`src/rtl/l1_refill_ctrl.sv`:
```
// rtl/l1_refill_ctrl.sv - L1 line refill controller: victim writeback, line read, fill and tag update
// L1_REFILL_CRIT_WORD_EN returns the requested word in the cycle its beat arrives instead of in TAG.
`ifndef L1_WAY_NUM
`define L1_WAY_NUM 4
`endif

module l1_refill_ctrl #(
  parameter int ADDR_WIDTH = 32,
  parameter int DATA_WIDTH = 32,
  parameter int BEAT_NUM   = 4
) (
  input  logic                           clk,
  input  logic                           rst,
  input  logic                           miss_val,
  input  logic [ADDR_WIDTH-1:0]          miss_addr,
  input  logic [`L1_WAY_NUM-1:0]         way_vect,
  input  logic                           evict_val,
  input  logic [ADDR_WIDTH-1:0]          evict_addr,
  input  logic [BEAT_NUM*DATA_WIDTH-1:0] evict_data,
  output logic                           busy,
  output logic                           mem_req_val,
  output logic                           mem_req_we,
  output logic [ADDR_WIDTH-1:0]          mem_req_addr,
  output logic [DATA_WIDTH-1:0]          mem_req_wdata,
  input  logic                           mem_req_ack,
  input  logic                           mem_resp_val,
  input  logic [DATA_WIDTH-1:0]          mem_resp_data,
  output logic                           fill_we,
  output logic [`L1_WAY_NUM-1:0]         fill_way,
  output logic [ADDR_WIDTH-1:0]          fill_addr,
  output logic [DATA_WIDTH-1:0]          fill_data,
  output logic                           tag_we,
  output logic                           core_resp_val,
  output logic [DATA_WIDTH-1:0]          core_resp_data
);

  localparam int BW  = $clog2(BEAT_NUM);
  localparam int OFF = BW + 2;
  localparam int TW  = ADDR_WIDTH - OFF;

  typedef enum logic [2:0] {S_IDLE, S_WB, S_RD, S_RESP, S_TAG} state_t;

  state_t                        state_q, state_d;
  logic [BW-1:0]                 beat_q, beat_d;
  logic [BW-1:0]                 crit_idx_q, crit_idx_d;
  logic [TW-1:0]                 miss_line_q, miss_line_d;
  logic [TW-1:0]                 evict_line_q, evict_line_d;
  logic [`L1_WAY_NUM-1:0]        way_q, way_d;
  logic [BEAT_NUM*DATA_WIDTH-1:0] evict_data_q, evict_data_d;
`ifndef L1_REFILL_CRIT_WORD_EN
  logic [DATA_WIDTH-1:0]         crit_word_q, crit_word_d;
`endif

  logic [ADDR_WIDTH-1:0] miss_base;
  logic [ADDR_WIDTH-1:0] evict_base;
  logic [ADDR_WIDTH-1:0] beat_off;
  logic                  last_beat;
  logic                  unused_addr_bits;

  assign miss_base        = {miss_line_q, {OFF{1'b0}}};
  assign evict_base       = {evict_line_q, {OFF{1'b0}}};
  assign beat_off         = ADDR_WIDTH'({beat_q, 2'b00});
  assign last_beat        = (beat_q == BW'(BEAT_NUM - 1));
  assign unused_addr_bits = ^{miss_addr[1:0], evict_addr[OFF-1:0]};

  always_comb begin
    state_d        = state_q;
    beat_d         = beat_q;
    crit_idx_d     = crit_idx_q;
    miss_line_d    = miss_line_q;
    evict_line_d   = evict_line_q;
    way_d          = way_q;
    evict_data_d   = evict_data_q;
`ifndef L1_REFILL_CRIT_WORD_EN
    crit_word_d    = crit_word_q;
`endif
    busy           = (state_q != S_IDLE);
    mem_req_val    = 1'b0;
    mem_req_we     = 1'b0;
    mem_req_addr   = '0;
    mem_req_wdata  = '0;
    fill_we        = 1'b0;
    fill_way       = '0;
    fill_addr      = '0;
    fill_data      = '0;
    tag_we         = 1'b0;
    core_resp_val  = 1'b0;
    core_resp_data = '0;

    case (state_q)
      S_IDLE: begin
        if (miss_val) begin
          miss_line_d  = miss_addr[ADDR_WIDTH-1:OFF];
          crit_idx_d   = miss_addr[OFF-1:2];
          evict_line_d = evict_addr[ADDR_WIDTH-1:OFF];
          way_d        = way_vect;
          evict_data_d = evict_data;
          beat_d       = '0;
          state_d      = evict_val ? S_WB : S_RD;
        end
      end
      S_WB: begin
        // Request fields depend only on state and beat, so they hold while ack is low.
        mem_req_val   = 1'b1;
        mem_req_we    = 1'b1;
        mem_req_addr  = evict_base | beat_off;
        mem_req_wdata = evict_data_q[beat_q*DATA_WIDTH +: DATA_WIDTH];
        if (mem_req_ack) begin
          beat_d = last_beat ? '0 : beat_q + BW'(1);
          if (last_beat) state_d = S_RD;
        end
      end
      S_RD: begin
        mem_req_val  = 1'b1;
        mem_req_addr = miss_base;
        if (mem_req_ack) begin
          beat_d  = '0;
          state_d = S_RESP;
        end
      end
      S_RESP: begin
        if (mem_resp_val) begin
          fill_we   = 1'b1;
          fill_way  = way_q;
          fill_addr = miss_base | beat_off;
          fill_data = mem_resp_data;
          if (beat_q == crit_idx_q) begin
`ifdef L1_REFILL_CRIT_WORD_EN
            core_resp_val  = 1'b1;
            core_resp_data = mem_resp_data;
`else
            crit_word_d    = mem_resp_data;
`endif
          end
          beat_d = last_beat ? '0 : beat_q + BW'(1);
          if (last_beat) state_d = S_TAG;
        end
      end
      S_TAG: begin
        tag_we    = 1'b1;
        fill_way  = way_q;
        fill_addr = miss_base;
`ifndef L1_REFILL_CRIT_WORD_EN
        core_resp_val  = 1'b1;
        core_resp_data = crit_word_q;
`endif
        state_d = S_IDLE;
      end
      default: state_d = S_IDLE;
    endcase
  end

  always_ff @(posedge clk) begin
    if (rst) begin
      state_q      <= S_IDLE;
      beat_q       <= '0;
      crit_idx_q   <= '0;
      miss_line_q  <= '0;
      evict_line_q <= '0;
      way_q        <= '0;
      evict_data_q <= '0;
`ifndef L1_REFILL_CRIT_WORD_EN
      crit_word_q  <= '0;
`endif
    end else begin
      state_q      <= state_d;
      beat_q       <= beat_d;
      crit_idx_q   <= crit_idx_d;
      miss_line_q  <= miss_line_d;
      evict_line_q <= evict_line_d;
      way_q        <= way_d;
      evict_data_q <= evict_data_d;
`ifndef L1_REFILL_CRIT_WORD_EN
      crit_word_q  <= crit_word_d;
`endif
    end
  end

endmodule

```
`config.mk`:
```
export PLATFORM = sky130hd
export DESIGN_NAME = l1_refill_ctrl
export DESIGN_NICKNAME = d
export VERILOG_FILES = /design/src/rtl/l1_refill_ctrl.sv
export SDC_FILE = /design/constraint.sdc
export NUM_CORES = 1
export LEC_CHECK = 0
export BUFFER_PORTS_ARGS = -buffer_cell sky130_fd_sc_hd__buf_2
export CORE_MARGIN = 3
export CORE_UTILIZATION = 44
export DETAILED_ROUTE_END_ITERATION = 7
export GPL_TIMING_DRIVEN = 0
export PLACE_DENSITY = 0.77
export SETUP_SLACK_MARGIN = 0.05
export SYNTH_ARGS = -nofsm -noshare
export SYNTH_HDL_FRONTEND = slang
export SYNTH_SLANG_ARGS = --single-unit
export TNS_END_PERCENT = 20
```
`constraint.sdc`:
```
create_clock -name clk -period 2.4 [get_ports clk]
set_input_delay 0.72 -clock clk [delete_from_list [all_inputs] [get_ports clk]]
set_output_delay 0.72 -clock clk [all_outputs]
set_load 0.01 [all_outputs]
```
==> results of run 1 <==
==> layout by cell type, fill, tap and decap left out, drive strengths merged <==
cell type  count
nor2          36
clkinv         4
o22ai          1
or2            2
o31ai          1
nor2b          1
conb           4
diode          4
nand2b         2
mux4          32
nor3           3
clkinvlp       3
dfxtp        227
a221oi         2
and4b          1
ha             1
and2         102
clkbuf        83
nor3b          1
xnor2          2
buf          482
nand2        382
inv            4
nor4b          1
mux2i         34
and3          33
bufinv         2
a22oi          1
a22o          30
a21oi        193
==> registers in the layout, summed over array words and instances (netlist names) <==
register / flops
evict_data_q: 128
crit_word_q: 32
evict_line_q: 28
miss_line_q: 28
way_q: 4
state_q: 3
beat_q: 2
crit_idx_q: 2
==> logic make-up after synthesis <==
logic type	Yosys count
buf+inv	111
compound gates	228
xor+xnor	2
other cells	1
simple gates	564
fa+ha+maj	1
flops	227
mux	66
==> critical path, stage by stage (launching register included) <==
cell	delay (ns)
dfxtp_2	0.35
and4b_1	0.21
buf_6	0.12
or2_4	0.30
clkbuf_16	0.18
and2_4	0.19
buf_6	0.12
==> metal layers <==
metal / global-route usage [%] / up-vias
li1: - / 4906
met1: 33.2 / 4852
met2: 51.8 / 484
met3: 6.69 / 102
met4: 11.3 / 12
met5: 0 / -
==> worst paths after layout <==
| check | start | slack [ns] | to | cells past startpoint |
|---|---|---|---|---|
| max reg2reg | state_q[0] | 0.24 | evict_line_q[1] | 8 |
| min | miss_addr[30] | 0.42 | miss_line_q[26] | 3 |
| min reg2reg | evict_data_q[56] | 0.45 | evict_data_q[56] | 2 |
| max | state_q[2] | -0.33 | fill_way[0] | 6 |
==> area by class of cell <==
class	count	area (um^2)	area share [%]
clock inverters	10	123	0.846
inverters	3	16.3	0.112
multi-input cells	865	5110	35.3
plain buffers	108	855	5.90
repair buffers	426	2850	19.7
well taps	280	350	2.42
flip-flops and latches	227	4550	31.4
diodes	4	10.0	0.0691
clock buffers	31	626	4.32
==> power groups by stage <==
stage | registers [mW] | clock network (mW) | logic, mW
6_report | 4.41 | 3.62 | 3.02
5_1_grt | 4.44 | 3.80 | 3.26
4_1_cts | 4.39 | 3.65 | 2.91
3_5_place_dp | 4.46 | 0 | 2.34
3_3_place_gp | 4.44 | 0 | 2.30
2_1_floorplan | 4.38 | 0 | 1.51
==> repair_timing <==
| action | in CTS | in global routing |
|---|---|---|
| setup endpoints to repair | 165 | 162 |
| setup buffers | 23 | 3 |
| cloned | 7 | 1 |
| resized for setup | 213 | 43 |
| pin swaps | 86 | 30 |
==> through the flow <==
stage	worst slack (ns)	utilization [%]	setup TNS (ns)	hold WS (ns)	instances
finish	-0.331	65.8	-27.31	0.421	1954
global route	-0.351	65.8	-33.92	0.418	1954
CTS	-0.332	64.8	-24.26	0.404	1947
detailed placement	-0.654	55.9	-52.88	0.443	1876
global placement	-0.627	55.9	-45.50	0.438	1876
floorplan	0.0541	-	0	0.432	1203
==> reports/metrics.cfg, run 1 <==
[pwr]
power_frac_clock_pct = 32.8
p_total_mw = 11.1
power.share.combinational_pct = 27.4
cellInternalPower_mw = 7.61
p_per_area_nw_per_um2 = 763
power.share.switching_pct = 31.2
seqPwrFrac_pct = 39.9
p_leak_nw = 6.48
p_sw_mw = 3.45
ir_drop_mv = 0.488

[floorplanning]
coreArea_um2 = 22000
fp.dieW_um = 156
die_area_um2 = 24500
pin_count = 404
initial_core_util_pct = 45.2
die_y_um = 156
row_count = 54

[detailed_routing]
detailroute.wirelength.met3_um = 2860
first_pass_iters = 5
routed_wl_um = 37600
routedWlPerCell_um = 19.2
vias = 10400
drt_iter0_markers = 707
drc_errors = 0
met2_length_um = 19400
wl_met1_um = 14100
ant_nets = 0
top_layer = met5
viasPerCell = 5.30

[synth]
synth_edf_count = 0
avgSynthCellArea_um2 = 8.30
synth_top_family_by_area = simple AND/OR/NAND/NOR gates
synth_compound_area_share_pct = 12.7
async_flop_share_pct = 0
ys_ff_latch = 227
synth_fa_ha_area_share_pct = 0.126
synth_xor_area_share_pct = 0.176
ys_types = 31
synthFlopType = dfxtp_1
synth.area.mux_share_pct = 10.7
syn_area_um2 = 9950
syn_inst = 1200
yosys.area_share.simple_pct = 25.1
synth_seq_area_share_pct = 45.7
synth.area.top_cells = dfxtp_1 46%, nand2_1 14%, a21oi_1 9.7%
synthTopCellsByCount = 382 x nand2_1, 227 x dfxtp_1, 193 x a21oi_1
synth_most_common_cell = nand2_1
yosysTopAreaCell = dfxtp_1
synth_top_area_share_pct = 45.7
yosysWarnings = 0

[sta]
slew_violations = 0
finalCriticalPeriod_ns = 2.73
period_share_pct = 114
setup_ws_ns = -0.331
rsz0062_at_grt = true
skew_ns = 0.0190
tightest_slew_ns = 0.739
hold_viol = 0
maxSlewHeadroom_pct = 50.7
finalSetupViolations = 157
fmax_mhz = 366

[cells_and_area]
fillCellCount = 1814
design_area_um2 = 14500
drive_gt1_share_pct = 38.5
syn2layout_area_growth_pct = 45.6
nNetsFinal = 1889

[clocking]
clk_path_buf_depth = 3
cts.reportedPaths.clkPinSlew_ns = 0.07
clkLatencyLatePin_ns = 0.53
clkSinkCount = 227
cts_tree = built
cts_hold_buf = 0
cts_root_buf = clkbuf_16
cts_inserted_buffers = 23
ctsHtreeMaxLevel = 1

[critical_path]
endpoint_kind = output pin
cp_max_fo = 6
cp-start-kind = register
cp_data_arrival_time_ns = 2.01
required_ns = 1.68
crit_type = reg2out

[grt]
grtUsageTotal_pct = 28.9
grt_pass1_wl_um = 55300
overflow = 0
grt_max_degree = 15
antenna_found_initial = 10
grt_pass1_vias = 10200

[outcome]
status = finished with violations
violations = negative setup slack

[job]
maxCapViolCount = 0

[place]
place_area_um2 = 12300
dp_hpwl_um = 26400
io_buffers = 393
place_congestion = 0.874

[worst_hold_path]
hold_class = in2reg

Power figures use the tool's default switching activity.
==> run 2: changes to the inputs <==
--- a/config.mk
+++ b/config.mk
@@ -7,9 +7,10 @@
 export LEC_CHECK = 0
 export BUFFER_PORTS_ARGS = -buffer_cell sky130_fd_sc_hd__buf_2
-export CORE_MARGIN = 3
-export CORE_UTILIZATION = 44
+export CAP_MARGIN = 30
+export CORE_AREA = 2 2 158 160
 export DETAILED_ROUTE_END_ITERATION = 7
+export DIE_AREA = 0 0 160 162
 export GPL_TIMING_DRIVEN = 0
-export PLACE_DENSITY = 0.77
+export PLACE_DENSITY = 0.73
 export SETUP_SLACK_MARGIN = 0.05
 export SYNTH_ARGS = -nofsm -noshare
==> constraint.sdc (replaced) <==
create_clock -name clk -period 2.4 [get_ports clk]
set_input_delay 0.48 -clock clk [delete_from_list [all_inputs] [get_ports clk]]
set_output_delay 0.48 -clock clk [all_outputs]
set_load 0.01 [all_outputs]
==> reports/metrics.cfg, run 2 (same netlist as run 1, synthesis figures left out) <==
[outcome]
status = finished with violations
violations = negative setup slack

[detailed_routing]
routed_wl_um = 36200  ; -3.5%
drc_errors = 0  ; unchanged
ant_nets = 0  ; unchanged
viasPerCell = 5.06  ; -4.5%
routedWlPerCell_um = 18.2  ; -5.4%
vias = 10100  ; -2.6%
first_pass_iters = 7  ; +2
drt_iter0_markers = 495  ; -30%

[cells_and_area]
syn2layout_area_growth_pct = 43.3
layout_common_cells = 381 x nand2_1, 362 x buf_2, 224 x dfxtp_1
reg.largest.list = evict_data_q x128, crit_word_q x32
nNetsFinal = 1884  ; -0.26%
drive_gt1_share_pct = 37.5  ; -0.98 points
final_common_cell = nand2_1
largest_reg_flops = 128  ; unchanged
regMostFlops = evict_data_q
post-route-util_pct = 59.2  ; -6.6 points

[critical_path]
cp_max_fo = 6  ; unchanged
required_ns = 1.92  ; +0.24 ns
cp-start-kind = register
crit_type = reg2out
endpoint_kind = output pin
cp_data_arrival_time_ns = 2.00  ; about the same

[grt]
grtUsageTotal_pct = 26.5  ; -2.4 points
antenna_found_initial = 10  ; unchanged
overflow = 0  ; unchanged
grt_pass1_wl_um = 54000  ; -2.4%
grt_max_degree = 14  ; -1
grt_pass1_vias = 9952  ; -2.5%

[place]
place_congestion = 0.894  ; +2.3%
io_buffers = 393  ; unchanged
dp_hpwl_um = 26700  ; +1.0%

[worst_hold_path]
hold_class = in2reg

[sta]
finalSetupViolations = 59  ; -62%
whs_ns = 0.175  ; -0.247 ns
skew_ns = 0.0126  ; -0.00645 ns
fmax_mhz = 404  ; +10%
finalCriticalPeriod_ns = 2.48  ; -0.256 ns
period_share_pct = 103  ; -11 points
hold_viol = 0  ; unchanged
rsz0062_at_grt = true
slew_violations = 0  ; unchanged
setup_ws_ns = -0.0757  ; +0.256 ns
tightest_slew_ns = 0.775  ; +0.0361 ns
maxSlewHeadroom_pct = 48.3  ; -2.4 points

[floorplanning]
pin_count = 404  ; unchanged
coreArea_um2 = 24100  ; +9.4%
fp.dieW_um = 160  ; +2.3%
die_area_um2 = 25900  ; +6.0%
initial_core_util_pct = 41.3  ; -3.9 points
row_count = 57  ; +5.6%
die_y_um = 162  ; +3.6%

[pwr]
seqPwrFrac_pct = 40.1  ; +0.2 points
power.share.combinational_pct = 25.4  ; -2.0 points
cellInternalPower_mw = 7.64  ; +0.51%
p_per_area_nw_per_um2 = 771  ; +1.2%
power.share.switching_pct = 30.5  ; -0.67 points
power_frac_clock_pct = 34.5  ; +1.7 points
p_leak_nw = 6.45  ; -0.50%
p_sw_mw = 3.36  ; -2.6%
ir_drop_mv = 0.528  ; +8.3%
p_total_mw = 11.0  ; -0.46%

[clocking]
ctsHtreeMaxLevel = 1  ; unchanged
cts_root_buf = clkbuf_16
cts_tree = built
cts.reportedPaths.clkPinSlew_ns = 0.07  ; about the same
clkSinkCount = 227  ; unchanged
clkLatencyLatePin_ns = 0.54  ; about the same
cts_inserted_buffers = 25  ; +8.7%
clk_path_buf_depth = 3  ; unchanged

[job]
maxCapViolCount = 0  ; unchanged

-- run 2: path summary, 6_finish.rpt --
kind | startpoint | to | slack [ns] | cells past startpoint
setup / recovery | state_q[2] | fill_way[1] | -0.08 | 6
hold / removal | evict_data[4] | evict_data_q[4] | 0.17 | 3
setup reg to reg | state_q[0] | evict_data_q[126] | 0.37 | 8
hold reg to reg | way_q[0] | way_q[0] | 0.45 | 2
-- run 2: what timing repair did --
item | 4_1_cts | 5_1_grt
endpoints found under the setup margin | 158 | 127
hold buffers | 0 | 0
gates resized for setup | 151 | 67
gates cloned | 3 | 4
hold endpoints to repair | 0 | 0
setup buffers | 17 | 2
pin swaps | 35 | 35
-- run 2: layer usage --
layer	part of all wire (%)	vias up	wire [um]	track usage [%]
met1	39	4688	14100	30.6
met3	6.9	77	2500	5.39
li1	-	4893	-	-
met4	3.4	10	1250	8.60
met5	0.15	-	55	0
met2	51	419	18300	49.1
-- run 2: cell type report --
class	instances	area (um^2)
clock buffer	35	703
antenna	5	12.5
tap	324	405
buffer	108	783
multi-input combinational	865	5060
inverter	3	16.3
sequential	227	4550
timing repair buffer	419	2640
fill	2192	9840
clock inverter	6	97.6
-- run 2: stage by stage --
stage | area [um^2] | std cells | setup slack, ns | setup TNS, ns
final | 14300 | 1992 | -0.0757 | -2.20
after global routing | 14300 | 1989 | -0.126 | -5.46
after CTS | 13900 | 1981 | -0.117 | -3.76
after detailed placement | 12300 | 1920 | -0.513 | -16.48
after global placement | 12300 | 1920 | -0.476 | -14.56
after floorplan | 9970 | 1203 | 0.408 | 0
-- run 2: power groups by stage --
stage               Clock [mW]  Combinational (mW)  Sequential, mW
floorplan                    0                1.50            4.38
global placement             0                2.30            4.45
detailed placement           0                2.35            4.47
CTS                       3.86                2.69            4.40
global route              4.00                3.05            4.44
finish                    3.80                2.80            4.41
-- run 2: worst max-delay path, stage by stage (launching register included) --
cell,delay [ns]
dfxtp_2,0.35
and4b_1,0.20
buf_6,0.13
or2_4,0.31
clkbuf_16,0.18
and2_4,0.17
buf_6,0.12
==> run 3: changes to the inputs <==
- GPL_TIMING_DRIVEN: 0 -> not set
==> reports/metrics.cfg, run 3 (same netlist as run 1, synthesis figures left out) <==
[grt]
antenna_found_initial = 10  ; unchanged
use_met3_pct = 6.92  ; +1.5 points
grtUsageMet2_pct = 39.4  ; -9.6 points
grt_pass1_wl_um = 47200  ; -13%
grt_max_degree = 191  ; +177
grt_most_used_layer = met2
grtUsageTotal_pct = 22.4  ; -4.1 points
met1_usage_pct = 25.5  ; -5.1 points
grt_pass1_vias = 9085  ; -8.7%
overflow = 0  ; unchanged

[clocking]
clk_path_buf_depth = 3  ; unchanged
cts_root_buf = clkbuf_16
cts.reportedPaths.clkPinSlew_ns = 0.06  ; about the same
cts_inserted_buffers = 25  ; unchanged
cts_tree = built
cts_hold_buf = 0  ; unchanged
clkLatencyLatePin_ns = 0.52  ; -0.02 ns
clkSinkCount = 227  ; unchanged
ctsHtreeMaxLevel = 1  ; unchanged

[outcome]
status = finished with violations
violations = negative setup slack

[cells_and_area]
largest_reg_flops = 128  ; unchanged
reg.largest.list = evict_data_q x128, crit_word_q x32
post-route-util_pct = 56.7  ; -2.5 points
syn2layout_area_growth_pct = 37.3
drive_gt1_share_pct = 35.7  ; -1.8 points
nNetsFinal = 1792  ; -4.9%
regMostFlops = evict_data_q
layout_common_cells = 380 x nand2_1, 358 x buf_2, 222 x dfxtp_1
final_common_cell = nand2_1

[detailed_routing]
drc_errors = 0  ; unchanged
routedWlPerCell_um = 16.6  ; -9.0%
routed_wl_um = 31600  ; -13%
first_pass_iters = 5  ; -2
vias = 9512  ; -5.7%
drt_iter0_markers = 650  ; +31%
ant_nets = 0  ; unchanged
viasPerCell = 4.99  ; -1.4%

[sta]
setup_ws_ns = -0.0319  ; +0.0438 ns
rsz0062_at_grt = true
skew_ns = 0.00528  ; -0.00728 ns
fmax_mhz = 411  ; +1.8%
hold_viol = 0  ; unchanged
tightest_slew_ns = 0.986  ; +0.210 ns
period_share_pct = 101  ; -1.8 points
slew_violations = 0  ; unchanged
finalSetupViolations = 21  ; -64%
maxSlewHeadroom_pct = 34.3  ; -14 points
finalCriticalPeriod_ns = 2.43  ; -0.0438 ns

[place]
io_buffers = 393  ; unchanged
dp_slack_ns = 0.208  ; +0.721 ns
dp_hpwl_um = 20500  ; -23%
place_congestion = 0.830  ; -7.1%

[pwr]
p_total_mw = 10.6  ; -3.3%
ir_drop_mv = 0.625  ; +18%
p_per_area_nw_per_um2 = 779  ; +0.96%
p_leak_nw = 6.13  ; -5.0%

[floorplanning]
coreArea_um2 = 24100  ; unchanged
die_area_um2 = 25900  ; unchanged
pin_count = 404  ; unchanged
die_y_um = 162  ; unchanged
fp.dieW_um = 160  ; unchanged
initial_core_util_pct = 41.3  ; unchanged
row_count = 57  ; unchanged

[worst_hold_path]
hold_class = in2reg

[job]
maxCapViolCount = 0  ; unchanged

[critical_path]
endpoint_kind = output pin
required_ns = 1.92  ; about the same
cp-start-kind = register
cp_data_arrival_time_ns = 1.95  ; -0.05 ns
crit_type = reg2out
cp_max_fo = 5  ; -1

## run 3: changes by cell type in the layout (fill, tap and decap cells not counted), moves of 4 or more
cell      before  now
and2_4        52   36
clkbuf_2       4    0
buf_6         62   39
dfxtp_4        1    5
buf_2        362  358
buf_4         37   12
and2_1        50   66
buf_12         7   17
clkinv_2       2    6
clkbuf_1      42    2
buf_8          6    2
## run 3: path summary, 6_finish.rpt
check                   startpoint  slack, ns               end  cells past startpoint
setup / recovery         beat_q[0]      -0.03  mem_req_wdata[0]                      5
hold / removal      evict_data[44]       0.19  evict_data_q[44]                      3
setup reg to reg        state_q[2]       0.51   crit_word_q[10]                      6
hold reg to reg   evict_data_q[78]       0.45  evict_data_q[78]                      2
## run 3: layer usage
| metal | wire (um) | vias up | part of all wire [%] |
|---|---|---|---|
| li1 | - | 4711 | - |
| met1 | 12100 | 4359 | 38 |
| met2 | 15800 | 368 | 50 |
| met3 | 2620 | 70 | 8.3 |
| met4 | 1030 | 4 | 3.3 |
| met5 | 27 | - | 0.086 |
## run 3: area by class of cell
class / count / area [um^2]
Tap cell: 324 / 405
Clock inverter: 10 / 85.1
Sequential cell: 227 / 4560
Antenna cell: 8 / 20.0
Timing Repair Buffer: 433 / 2820
Multi-Input combinational cell: 867 / 5030
Inverter: 3 / 13.8
Clock buffer: 34 / 729
Fill cell: 2226 / 10400
## run 3: worst max-delay path, cell delays in order, from the launching register on
cell and delay [ns]:
dfxtp_4 0.37, buf_12 0.13, buf_6 0.10, mux4_2 0.53
and2_1 0.16, buf_2 0.13
## run 3: metrics by stage
| stage | hold slack (ns) | setup TNS, ns | cells | area (um^2) |
|---|---|---|---|---|
| global route | 0.181 | -1.97 | 1903 | 13700 |
| floorplan | 0.432 | 0 | 1203 | 9970 |
| detailed placement | 0.443 | 0 | 1833 | 12100 |
| global placement | 0.438 | 0 | 1833 | 12100 |
| finish | 0.192 | -0.283 | 1906 | 13700 |
| CTS | 0.169 | -1.40 | 1891 | 13300 |
## run 3: where the power goes
part           total (mW)  internal (mW)  leakage [nW]  switching [mW]
clock network        3.76           2.23         0.407            1.53
logic                2.46           1.07          3.86            1.39
registers            4.42           4.17          1.86           0.249
## run 3: timing repair
action	CTS	global route
gates resized for setup	67	50
endpoints found under the setup margin	132	122
cloned	4	3
pin swaps	11	25
setup buffers	10	4
